$ cat src/rtl/count_seq_ctrl.sv
// Command sequencer for the seconds counter on the 1 Hz domain: start/pause/clear,
// programmable terminal value, up/down direction, one-shot or auto-reload.
module count_seq_ctrl #(
  parameter int unsigned          WIDTH        = 7,
  parameter logic [WIDTH-1:0]     DEFAULT_TERM = WIDTH'(99)
) (
  input  logic             clk_1Hz,
  input  logic             rst,
  input  logic             start,
  input  logic             stop,
  input  logic             clear,
  input  logic [WIDTH-1:0] term,
  input  logic             dir,
  input  logic             reload,
  output logic [WIDTH-1:0] count,
  output logic             busy,
  output logic             paused,
  output logic             done,
  output logic             wrap
);

  typedef enum logic [1:0] {
    ST_IDLE,
    ST_RUN,
    ST_PAUSE,
    ST_DONE
  } state_t;

  state_t           state;
  logic [WIDTH-1:0] term_q;
  logic             dir_q;
  logic             reload_q;

  logic [WIDTH-1:0] start_val;
  logic [WIDTH-1:0] end_val;
  logic [WIDTH-1:0] next_val;

  // Start/end values come from the latched run settings, never the live inputs.
  assign start_val = dir_q ? term_q : '0;
  assign end_val   = dir_q ? '0 : term_q;
  assign next_val  = dir_q ? count - WIDTH'(1) : count + WIDTH'(1);

  // NOTE: every register here is assigned with <= so all next-state values are
  // computed from the pre-edge state; a blocking = would leak updates within the edge.
  always_ff @(posedge clk_1Hz or posedge rst) begin
    if (rst) begin
      state    <= ST_IDLE;
      count    <= '0;
      busy     <= 1'b0;
      paused   <= 1'b0;
      done     <= 1'b0;
      wrap     <= 1'b0;
      term_q   <= DEFAULT_TERM;
      dir_q    <= 1'b0;
      reload_q <= 1'b0;
    end else begin
      // Event pulses default low so each lasts exactly one cycle.
      done <= 1'b0;
      wrap <= 1'b0;

      if (clear) begin
        state  <= ST_IDLE;
        count  <= '0;
        busy   <= 1'b0;
        paused <= 1'b0;
      end else begin
        unique case (state)
          ST_IDLE, ST_DONE: begin
            if (start && !stop) begin
              term_q   <= term;
              dir_q    <= dir;
              reload_q <= reload;
              count    <= dir ? term : '0;
              paused   <= 1'b0;
              // A zero-length one-shot run finishes on the start edge itself.
              if (term == '0 && !reload) begin
                state <= ST_DONE;
                busy  <= 1'b0;
                done  <= 1'b1;
              end else begin
                state <= ST_RUN;
                busy  <= 1'b1;
              end
            end
          end

          ST_RUN: begin
            if (stop) begin
              state  <= ST_PAUSE;
              paused <= 1'b1;
            end else if (count == end_val && reload_q) begin
              count <= start_val;
              wrap  <= 1'b1;
            end else begin
              count <= next_val;
              if (next_val == end_val && !reload_q) begin
                state <= ST_DONE;
                busy  <= 1'b0;
                done  <= 1'b1;
              end
            end
          end

          ST_PAUSE: begin
            if (start && !stop) begin
              state  <= ST_RUN;
              paused <= 1'b0;
            end
          end

          default: begin
            state  <= ST_IDLE;
            count  <= '0;
            busy   <= 1'b0;
            paused <= 1'b0;
          end
        endcase
      end
    end
  end

endmodule

$ cat config.mk
export PLATFORM = sky130hd
export DESIGN_NAME = count_seq_ctrl
export DESIGN_NICKNAME = d
export VERILOG_FILES = /design/src/rtl/count_seq_ctrl.sv
export SDC_FILE = /design/constraint.sdc
export NUM_CORES = 1
export LEC_CHECK = 0
export BUFFER_PORTS_ARGS = -buffer_cell sky130_fd_sc_hd__buf_2
export CORE_MARGIN = 1.5
export CORE_UTILIZATION = 55
export CTS_CLUSTER_SIZE = 14
export DETAILED_ROUTE_END_ITERATION = 10
export PLACE_DENSITY = 0.77
export SLEW_MARGIN = 40
export SYNTH_ARGS = -nofsm -noshare
export SYNTH_HDL_FRONTEND = slang
export SYNTH_SLANG_ARGS = --single-unit
export TNS_END_PERCENT = 10
$ cat constraint.sdc
create_clock -name clk_1Hz -period 6.6 [get_ports clk_1Hz]
set_input_delay 1.98 -clock clk_1Hz [delete_from_list [all_inputs] [get_ports clk_1Hz]]
set_output_delay 1.98 -clock clk_1Hz [all_outputs]
set_load 0.01 [all_outputs]
Yosys cells after proc, flatten, opt, wreduce, memory -nomap -nowiden
Index checks and enable logic that the tools add are counted.
Cells by class
  add/subtract/negate cells: 2
  eq/ne operators: 14
  multiplexer cells: 39
  bitwise logic cells: 1
  reduce and logical (&&, ||, !) cells: 17
Operators by type and width (number)
  $mux 7: 8
  $mux 1: 19
  $ne 3x3->1 const B: 6
  $eq 7x7->1: 2
  $mux 2: 7
  $pmux 7 s2: 1
  $ne 4x4->1 const B: 2
  $add 7x1->7 const B: 1
  $logic_not 7->1: 1
  $sub 7x1->7 const B: 1
  $pmux 1 s2: 3
  $pmux 2 s3: 1
  $reduce_and 3->1: 2
  $reduce_and 5->1: 1
  $eq 2x2->1 const B: 2
  $logic_and 1x1->1: 4
  $reduce_and 4->1: 1
  $logic_not 1->1: 3
  $ne 3x1->1 const B: 1
  $reduce_bool 3->1: 1
  $reduce_or 3->1: 1
  $eq 2x1->1 const B: 1
  $logic_not 2->1: 1
  $reduce_and 2->1: 1
  other kinds (2): 2
Word-level totals
  bits in registers: 22
  input bits: 14
  output and inout port bits: 11
  logic and storage cells: 82

Logic depth before layout (Yosys ltp)
Gate-level depths: netlist (run 1).
  word-level depth: 9
  gate-level depth with buffers: 8
  gate-level depth less buffers: 8

Worst setup path after synthesis (run 1)
OpenSTA, ideal clock, no wires.
  kind: in2reg
  from: input port term[4]
  to: register state[1]
  setup time: 0.087 ns
  arrival time: 3.328 ns
  data required time: 6.513 ns
  path slack: 3.186 ns
  stages: 6
  buffers on the path: 0
  cells stage by stage: or4_1 -> nor2_1 -> a31oi_1 -> or2_2 -> o221a_1 -> o211ai_1
On the way
  longest elaborated chain between the ends: 6
Ends and longest elaborated chain
  start: declaration: RTL line 12  | input logic [WIDTH-1:0] term,
  $logic_not 7->1: RTL line 76  | if (term == '0 && !reload) begin
  $logic_and 1x1->1: RTL line 76
  $mux 2: RTL line 76
  $mux 2: RTL line 69  | if (start && !stop) begin
  $pmux 2 s3: RTL line 67  | unique case (state)
  $mux 2: RTL line 61  | if (clear) begin
  end signal: assignment: RTL line 62  | state <= ST_IDLE;
  end signal: assignment: RTL line 77  | state <= ST_DONE;
  end signal: assignment: RTL line 81  | state <= ST_RUN;
  end: declaration: RTL line 29  | state_t state;
No other way between the ends. The select of a mux whose other input is x is not followed.
A chain may end at the register's enable or synchronous reset.

Final worst setup path (run 1)
Same ends and word-level chain as after synthesis.

==> results.md, run 1 <==
* Sequential Power Share at 0.252
* Vias in the first global route at 1547
* CP max stage delay at 0.58 ns
* Vias at 1633
* Syn_area_per_cell at 9.00 sq um
* Worst-path fanout max at 3
* Post_cts resized at 0
* DPL Wire Length at 3.40 mm
* Detail Route Antenna Nets at 0
* Post-synth top area cell: dfrtp_1
* Port buffer count at 24
* Synth top area share at 0.244
* Fmax at 295 MHz
* CTS Buffer Depth at 2
* Worst reg-to-reg path cell count at 9
* Largest net degree at the start of global routing at 31
* Cells on Worst Hold Path at 1
* Fin. max-slew vios at 0
* Ys async rst share at 1.00
* # hold bufs at CTS at 0
* Final setup skew at 0.0113 ns
* Tmin final at 3.38 ns
* Total wire length at 4.37 mm
* Max-cap viol count at 0
* Critical Path RT at 6.82 ns
* Reg-to-reg endpoint: state[0]
* Crit path cell chain: buf_2 > or4_1 > nor2_1 > a31oi_1 > or2_2 > o221a_1 > o211ai_1
* Crit start category: input port
* CTS buffer count at 3
* Final Hold Fails at 0
* Clock root cell: clkbuf_4
* Post-synthesis cell type count at 59
* Relative slew slack at 0.524
* Leakage at 0.887 nW
* Worst reg2reg startpoint: dir_q
* Die X at 60.9 um
* Hold WC Path Type: reg2reg
* Clock Latency Late Sink at 0.31 ns
* Starting Density at 0.590
* Internal power at 0.588 mW
* Sw Share at 0.490
* RSZ-0062 raised after global routing: no
* Maximum vdd drop at 356 uV
* FF+latch count, synth at 22
* Outcome: complete, no violations
* Setup bufs post-CTS at 0
* Hold Path End: busy
* Net Sw Power at 0.564 mW
* Drt drc at 0
* CP Class: in2reg
* Initial antenna violation count at 0
* Die area at 3710 sq um
* Synth area leaders: dfrtp_1, dfstp_2, ha_1, nand2_1, mux2_2
* Core area at 3130 sq um
* Ant. Diodes at 0
* Top post-synthesis cells by count: nand2_1, dfrtp_1, nor2_1
* Arr. time, crit path at 3.61 ns
* Synth warnings at 0
* GRT Util Overall at 0.250
* Initial detailed-routing violation count at 89
* Post-Synthesis Cell Area at 1850 sq um
* # IOs at 25
* Crit-path slowest cell: or4_1
* Die Span Y at 60.9 um
* Nets at 248
* Primary FF master, synth: dfrtp_1
* Syn nets at 227
* Most common cell in the netlist: nand2_1
* TritonCTS clock tree: done
* Reg2reg setup slack at 3.56 ns
* Layout area overhead at 10.5%
* Drt pass-1 iters at 5
* Post-synth EDFFs at 0
* First-pass GRT wire length at 6.93 mm
* DR vias/cell at 6.07
* Setup TNS at 0 ns
* Routed length per placed instance at 16.3 um
* Design Power at 1.15 mW
* Critical path endpoint category: flop
* CTS H-tree depth at 1
* Period utilization at 0.513
* CTS sink cnt at 22
* Placer Congestion at 0.862
* Pwr dens at 564 nW/um^2
* Share of layout cells above drive strength 1 at 0.253
* Comb pwr share at 0.683
* # rows at 20
* Sequential share of the synthesized area at 0.301
* Worst hold start: busy
* Tightest Pin Transition at 0.709 ns
* Final-report setup violation count at 0
* Clock transition at the registers of the reported paths at 0.13 ns
* Clock power frac at 0.065
* GRT Residual Overflow at 0
* Cells after Synth at 205
sequential cells by signal, summed over array words and instances, names as in the netlist:
register	cells
count	7
term_q	7
state	2
busy	1
dir_q	1
done	1
paused	1
reload_q	1
wrap	1
per-stage QoR:
step	cell area (sq um)	hold slack (ns)	std cells	utilization	setup slack (ns)
floorplan	1850	0.516	205	-	3.19
global placement	2000	0.534	265	0.638	2.98
detailed placement	2000	0.527	265	0.639	2.91
CTS	2030	0.556	269	0.650	3.24
global route	2040	0.564	269	0.652	3.17
finish	2040	0.561	269	0.652	3.22
worst max-delay path: cells and delay by family:
family	cells	cell delay, ns
AND/OR/NAND/NOR	3	1.06
AO/OA/AOI/OAI	3	0.45
buffers and inverters	1	0.11
logic make-up after synthesis:
logic type,Yosys count,synth area share
flip-flops,22,0.301
AO/OA/AOI/OAI,60,0.251
AND/OR/NAND/NOR,71,0.205
XOR/XNOR,11,0.0678
multiplexers,13,0.0753
buffers and inverters,20,0.0420
adder cells (fa/ha/maj),8,0.0583
area by class of cell:
cell class,count,area [sq um]
Clock buffer,4,36.3
Fill cell,286,1090
Inverter,10,37.5
Multi-Input combinational cell,163,1220
Sequential cell,22,556
Tap cell,44,55.1
Timing Repair Buffer,26,135
power by group through the flow:
stage | Combinational [mW] | Clock (mW) | Sequential, mW
global route | 0.856 | 0.0821 | 0.298
detailed placement | 0.779 | 0 | 0.291
global placement | 0.743 | 0 | 0.284
finish | 0.786 | 0.0751 | 0.290
CTS | 0.783 | 0.0752 | 0.288
floorplan | 0.623 | 0 | 0.270
how the worst max path moves through the flow:
stage,from,to,slack [ns],cells past startpoint
floorplan,term[4],state[1],3.19,6
CTS,term[4],state[1],3.24,7
detailed placement,term[4],state[1],2.91,7
global placement,term[4],state[1],2.98,7
global route,term[4],state[1],3.17,7
finish,term[4],state[1],3.22,7
placed cells by master (no fill, tap or decap), types with 3 or more instances in the layout:
cell type / netlist / final
buf_2: 2 / 24
nand2_1: 23 / 23
dfrtp_1: 18 / 18
nor2_1: 17 / 16
o21ai_0: 14 / 14
a21oi_1: 10 / 10
inv_1: 9 / 8
mux2_2: 7 / 7
ha_1: 7 / 7
mux2i_1: 6 / 6
nor3_1: 5 / 5
xnor2_1: 5 / 5
a22oi_1: 5 / 5
nand2b_1: 4 / 4
xor2_1: 4 / 4
a31oi_1: 4 / 4
dfstp_2: 4 / 4
nor2b_1: 3 / 3
a211oi_1: 3 / 3
clkbuf_4: 0 / 3
metal layers:
metal,share of wire,global-route usage
met1,0.45,0.319
met2,0.51,0.439
met3,0.026,0.0171
met4,0.018,0.0994
met5,0,0
(Power assumes the default switching activity.)
==> run 2, diff against run 1 <==
Clock period 6.6 ns to 3.3 ns, I/O delays scaled along.
==> run 2 against run 1 <==
Worst hold slack improved by 0.0068 ns. Global-route usage rose by 1.7 points. Critical path depth rose by 1. First-iteration DRC count rose by 6.7%. Worst setup slack got worse by 3.0 ns. Largest power group unchanged. Sequential cell count did not move. Register-to-register slack got worse by 3.3 ns. Die area did not move. Clock skew fell by 0.0081 ns.
==> results.md, run 2 (same netlist as run 1, synthesis figures left out) <==
* Outcome: complete, no violations
* Inst Count DP at 267
* CTS sink cnt at 22
* Maximum vdd drop at 480 uV
* # IOs at 25
* Final setup skew at 0.00324 ns
* TritonCTS clock tree: done
* Critical path endpoint category: flop
* Number of fill cells at 272
* Pwr dens at 1120 nW/um^2
* Die Span Y at 60.9 um
* Hold WC Path Type: reg2reg
* Post_cts resized at 0
* Final Hold Fails at 0
* CP max stage delay at 0.54 ns
* Clock transition at the registers of the reported paths at 0.12 ns
* Fin. max-slew vios at 0
* CTS Buffer Depth at 2
* Worst-path fanout max at 12
* Vias in the first global route at 1645
* Starting Density at 0.590
* Nets at 250
* Tmin final at 3.04 ns
* Layout area overhead at 10.9%
* GRT Util Overall at 0.266
* Critical Path RT at 3.49 ns
* Top Family by Delay on Critical Path: compound AO/OA/AOI/OAI gates
* Relative slew slack at 0.531
* # hold bufs at CTS at 0
* Detail Route Antenna Nets at 0
* RSZ-0062 raised after global routing: no
* Dpl ws at 0.332 ns
* Drt drc at 0
* Reg2reg setup slack at 0.26 ns
* Setup TNS at 0 ns
* Core area at 3130 sq um
* Top flop regs: count x7, term_q x7, state x2
* Reg-to-reg endpoint: state[0]
* Tightest Pin Transition at 0.702 ns
* Fmax at 329 MHz
* Ant. Diodes at 0
* First-pass GRT wire length at 7.36 mm
* Routed length per placed instance at 16.4 um
* Crit-path slowest cell: fa_1
* Initial antenna violation count at 0
* Largest net degree at the start of global routing at 25
* Share of layout cells above drive strength 1 at 0.251
* Port buffer count at 24
* CP Class: reg2reg
* # rows at 20
* Worst reg2reg startpoint: count[0]
* Worst setup margin at 0.257 ns
* Final-report setup violation count at 0
* Vias at 1689
* CTS H-tree depth at 1
* Clock Latency Late Sink at 0.31 ns
* WP depth at 8
* Finished Layout Cells at 271
* Worst setup startpoint: count[0]
* CTS buffer count at 3
* Total wire length at 4.45 mm
* Period utilization at 0.922
* Cells on Worst Hold Path at 1
* Initial detailed-routing violation count at 95
* Die X at 60.9 um
* DPL Wire Length at 3.43 mm
* Die area at 3710 sq um
* Arr. time, crit path at 3.24 ns
* DR vias/cell at 6.23
* Drt pass-1 iters at 4
* Crit path cell chain: fa_1 > a211oi_2 > or2_1 > nor3_1 > or3_1 > a32o_2 > a211oi_1 > a221oi_2
* CP endpoint: state[0]
* Worst reg-to-reg path cell count at 8
* Clock root cell: clkbuf_4
* GRT Residual Overflow at 0
* Leakage at 0.895 nW
* Commonest non-fill, non-tap cells in the layout: buf_2, nand2_1, dfrtp_1
* Most common cell after layout, fill and taps aside: buf_2
* Crit start category: flop
* Placer Congestion at 0.864
* Max-cap viol count at 0
* Setup bufs post-CTS at 0
* WP buf/inv at 0
[run 2: where the power goes]
part	leakage, nW	internal [mW]	switching [mW]	total (mW)
Combinational	0.600	0.713	0.846	1.56
Clock	0.0210	0.0675	0.0828	0.150
Sequential	0.275	0.398	0.196	0.594
[run 2: area by class of cell]
class,count,area (sq um),area share
tap,44,55.1,0.0269
timing repair buffer,28,150,0.0733
inverter,10,37.5,0.0183
multi-input combinational,163,1210,0.592
sequential,22,556,0.271
clock buffer,4,36.3,0.0177
[run 2: worst register-to-register path, stage by stage, from the launching register on]
cell and delay [ns]:
dfrtp_1 0.53, fa_1 0.55, a211oi_2 0.29, or2_1 0.26, nor3_1 0.10, or3_1 0.43, a32o_2 0.32, a211oi_1 0.39
a221oi_2 0.06
[run 2: layer usage]
| metal | up-vias | part of all wire | track usage |
|---|---|---|---|
| met1 | 822 | 0.42 | 0.332 |
| met4 | 0 | 0.017 | 0.115 |
| met2 | 55 | 0.51 | 0.450 |
| met3 | 10 | 0.053 | 0.0490 |
| met5 | - | 0 | 0 |
| li1 | 802 | - | - |
[run 2: worst min-delay path by stage]
| stage | from | endpoint | slack (ns) |
|---|---|---|---|
| 3_3_place_gp | busy | busy | 0.53 |
| 3_5_place_dp | busy | busy | 0.54 |
| 5_1_grt | busy | busy | 0.60 |
| 4_1_cts | busy | busy | 0.57 |
| 2_1_floorplan | term_q[0] | term_q[0] | 0.52 |
| 6_report | busy | busy | 0.57 |
[run 2: metrics by stage]
step	util	hold slack, ns	area, sq um	power, mW
global route	0.654	0.597	2050	2.48
floorplan	-	0.516	1850	1.78
detailed placement	0.643	0.543	2010	2.13
CTS	0.654	0.571	2050	2.29
global placement	0.643	0.532	2010	2.07
finish	0.654	0.568	2050	2.30
==> run 3, diff against run 2 <==
Settings changed: ABC_AREA from default to 1.
==> run 3 against run 2 <==
Sequential power shrank 7.9%. Via count is 4.2% higher. Clock-buffer cell count decreased by 1. Synthesized cell count grew 34%. Die area decreased by 0.77%. Sequential share of layout area rose by 0.17 points. Final cell count increased by 27%. First-iteration DRC count is 27% higher. Area after synthesis decreased by 0.81%. Fmax increased by 35%. Power shrank 8.9%. Critical path type unchanged.
==> results.md, run 3 <==
* Outcome: complete, no violations
* GRT Residual Overflow at 0
* Post-synth top area cell: dfrtp_1
* Setup bufs post-CTS at 0
* # hold bufs at CTS at 0
* Tightest Pin Transition at 0.574 ns
* Top post-synthesis cells by count: nand2_1, inv_1, nand3_1
* Crit path cell chain: fa_1 > a21oi_1 > nand2_1 > nor2_1 > nand3_1 > nor2_2 > nand3_1 > nand2_1 > nand2_1 > nand2_1 > nand2_1
* Worst-path fanout max at 10
* Cells on Worst Hold Path at 2
* Port buffer count at 24
* Initial detailed-routing violation count at 121
* Placer Congestion at 0.828
* DR vias/cell at 5.12
* Clock root cell: clkbuf_4
* Post-synthesis cell type count at 29
* Hold WC Path Type: reg2reg
* Clock transition at the registers of the reported paths at 0.13 ns
* Pwr dens at 1030 nW/um^2
* Initial antenna violation count at 0
* Clock Latency Late Sink at 0.31 ns
* Post-Synthesis Cell Area at 1830 sq um
* Crit-path slowest cell: dfrtp_1
* Post-synthesis adder-cell area fraction at 0.0588
* Finished Layout Cells at 344
* Largest net degree at the start of global routing at 23
* Vias in the first global route at 1588
* Top flop regs: count x7, term_q x7, state x2
* Syn_area_per_cell at 6.66 sq um
* Worst reg2reg startpoint: dir_q
* Reg2reg setup slack at 1.05 ns
* Post-synth EDFFs at 0
* Post_cts resized at 0
* Xor/xnor share of the synthesized area at 0
* Sequential share of the synthesized area at 0.303
* Final Hold Fails at 0
* Drt drc at 0
* # rows at 20
* Ys async rst share at 1.00
* # IOs at 25
* Most common cell after layout, fill and taps aside: nand2_1
* RSZ-0062 raised after global routing: no
* Vias at 1760
* Synth warnings at 0
* FF+latch count, synth at 22
* Worst hold start: paused
* Met2 GRT Util at 0.387
* Simple-gate share of the synthesized area at 0.387
* Met3 Usage GRT at 0.0277
* Fmax at 444 MHz
* Max-cap viol count at 0
* Arr. time, crit path at 2.47 ns
* Largest family of logic cells by synthesized area: simple AND/OR/NAND/NOR gates
* GRT busiest layer: met2
* Starting Density at 0.590
* Proportion of synthesized area in mux cells at 0
* Nets at 323
* Critical path endpoint category: flop
* CP Class: reg2reg
* Drt pass-1 iters at 4
* Final setup skew at 0.00478 ns
* Detail Route Antenna Nets at 0
* CP max stage delay at 0.59 ns
* Inst Count DP at 340
* Share of layout cells above drive strength 1 at 0.207
* Final-report setup violation count at 0
* GRT Util Overall at 0.246
* Core area at 3100 sq um
* Die Span Y at 60.7 um
* Sequential standard cell area at 556 sq um
* Synth area leaders: dfrtp_1, nand2_1, nand3_1, inv_1, dfstp_2
* Die area at 3680 sq um
* Reg-to-reg endpoint: busy
* Hold Path End: paused
* CTS buffer count at 3
* Syn nets at 297
* Critical Path RT at 3.52 ns
* Most common cell in the netlist: nand2_1
* Worst reg-to-reg path cell count at 11
* Tmin final at 2.25 ns
* CTS Buffer Depth at 2
* Layout area overhead at 11.1%
* First-pass GRT wire length at 6.84 mm
* Maximum vdd drop at 476 uV
* Primary FF master, synth: dfrtp_1
* Leakage at 1.11 nW
* Footprint of the multi-input gates at 1070 sq um
* Total wire length at 4.01 mm
* CTS sink cnt at 22
* Compound-Gate Fraction of Synth Area at 0.139
* Fin. max-slew vios at 0
* Synth top area share at 0.246
* Ant. Diodes at 0
* Routed length per placed instance at 11.7 um
* CTS H-tree depth at 1
* Cells after Synth at 275
* Relative slew slack at 0.617
* GRT met1 Usage at 0.367
* Die X at 60.7 um
* DPL Wire Length at 3.28 mm
* TritonCTS clock tree: done
* Number of fill cells at 316
* Period utilization at 0.682
* Setup TNS at 0 ns
* Most used cell, CP: nand2_1
* Crit start category: flop
* Commonest non-fill, non-tap cells in the layout: nand2_1, inv_1, nand3_1
## run 3: power breakdown
part	internal [mW]	total (mW)	switching (mW)
logic	0.499	1.34	0.845
clock network	0.123	0.207	0.0846
registers	0.397	0.547	0.149
## run 3: worst max path at each step
stage,start,to,slack [ns]
6_report,dir_q,busy,1.05
5_1_grt,dir_q,busy,0.94
4_1_cts,dir_q,busy,1.09
3_5_place_dp,clear,busy,0.92
3_3_place_gp,clear,busy,0.98
2_1_floorplan,clear,count[3],1.39
## run 3: layout make-up
type | count | share of cell area
clock buffers | 3 | 0.0111
clock inverters | 1 | 0.0148
well taps | 44 | 0.0271
repair buffers | 25 | 0.0627
multi-input cells | 205 | 0.526
inverters | 44 | 0.0849
flip-flops and latches | 22 | 0.273
## run 3: cell families (layout without fill, tap and decap cells)
logic type | count (synthesis) | after routing
buf+inv | 48 | 73
simple gates | 160 | 160
compound gates | 37 | 37
fa+ha+maj | 8 | 8
flops | 22 | 22
## run 3: worst max-delay path, delay by kind of cell (launching register included)
kind / cells / cell delay (ns)
adder cells (fa/ha/maj): 1 / 0.54
AND/OR/NAND/NOR: 9 / 0.84
AO/OA/AOI/OAI: 1 / 0.19
flip-flops: 1 / 0.59
## run 3: metrics by stage
step | power (mW) | hold WS (ns) | instance area, sq um | setup WS [ns] | utilization
final | 2.10 | 0.495 | 2030 | 1.05 | 0.656
after global routing | 2.33 | 0.526 | 2030 | 0.945 | 0.656
after CTS | 2.10 | 0.502 | 2030 | 1.09 | 0.656
after detailed placement | 1.88 | 0.474 | 1980 | 0.917 | 0.639
after global placement | 1.86 | 0.470 | 1980 | 0.983 | 0.639
after floorplan | 1.59 | 0.458 | 1830 | 1.39 | -
## run 3: layer usage
| layer | part of all wire | wire length (um) |
|---|---|---|
| met4 | 0.0090 | 36 |
| met1 | 0.50 | 2020 |
| met3 | 0.048 | 191 |
| met5 | 0 | 0 |
| met2 | 0.44 | 1760 |
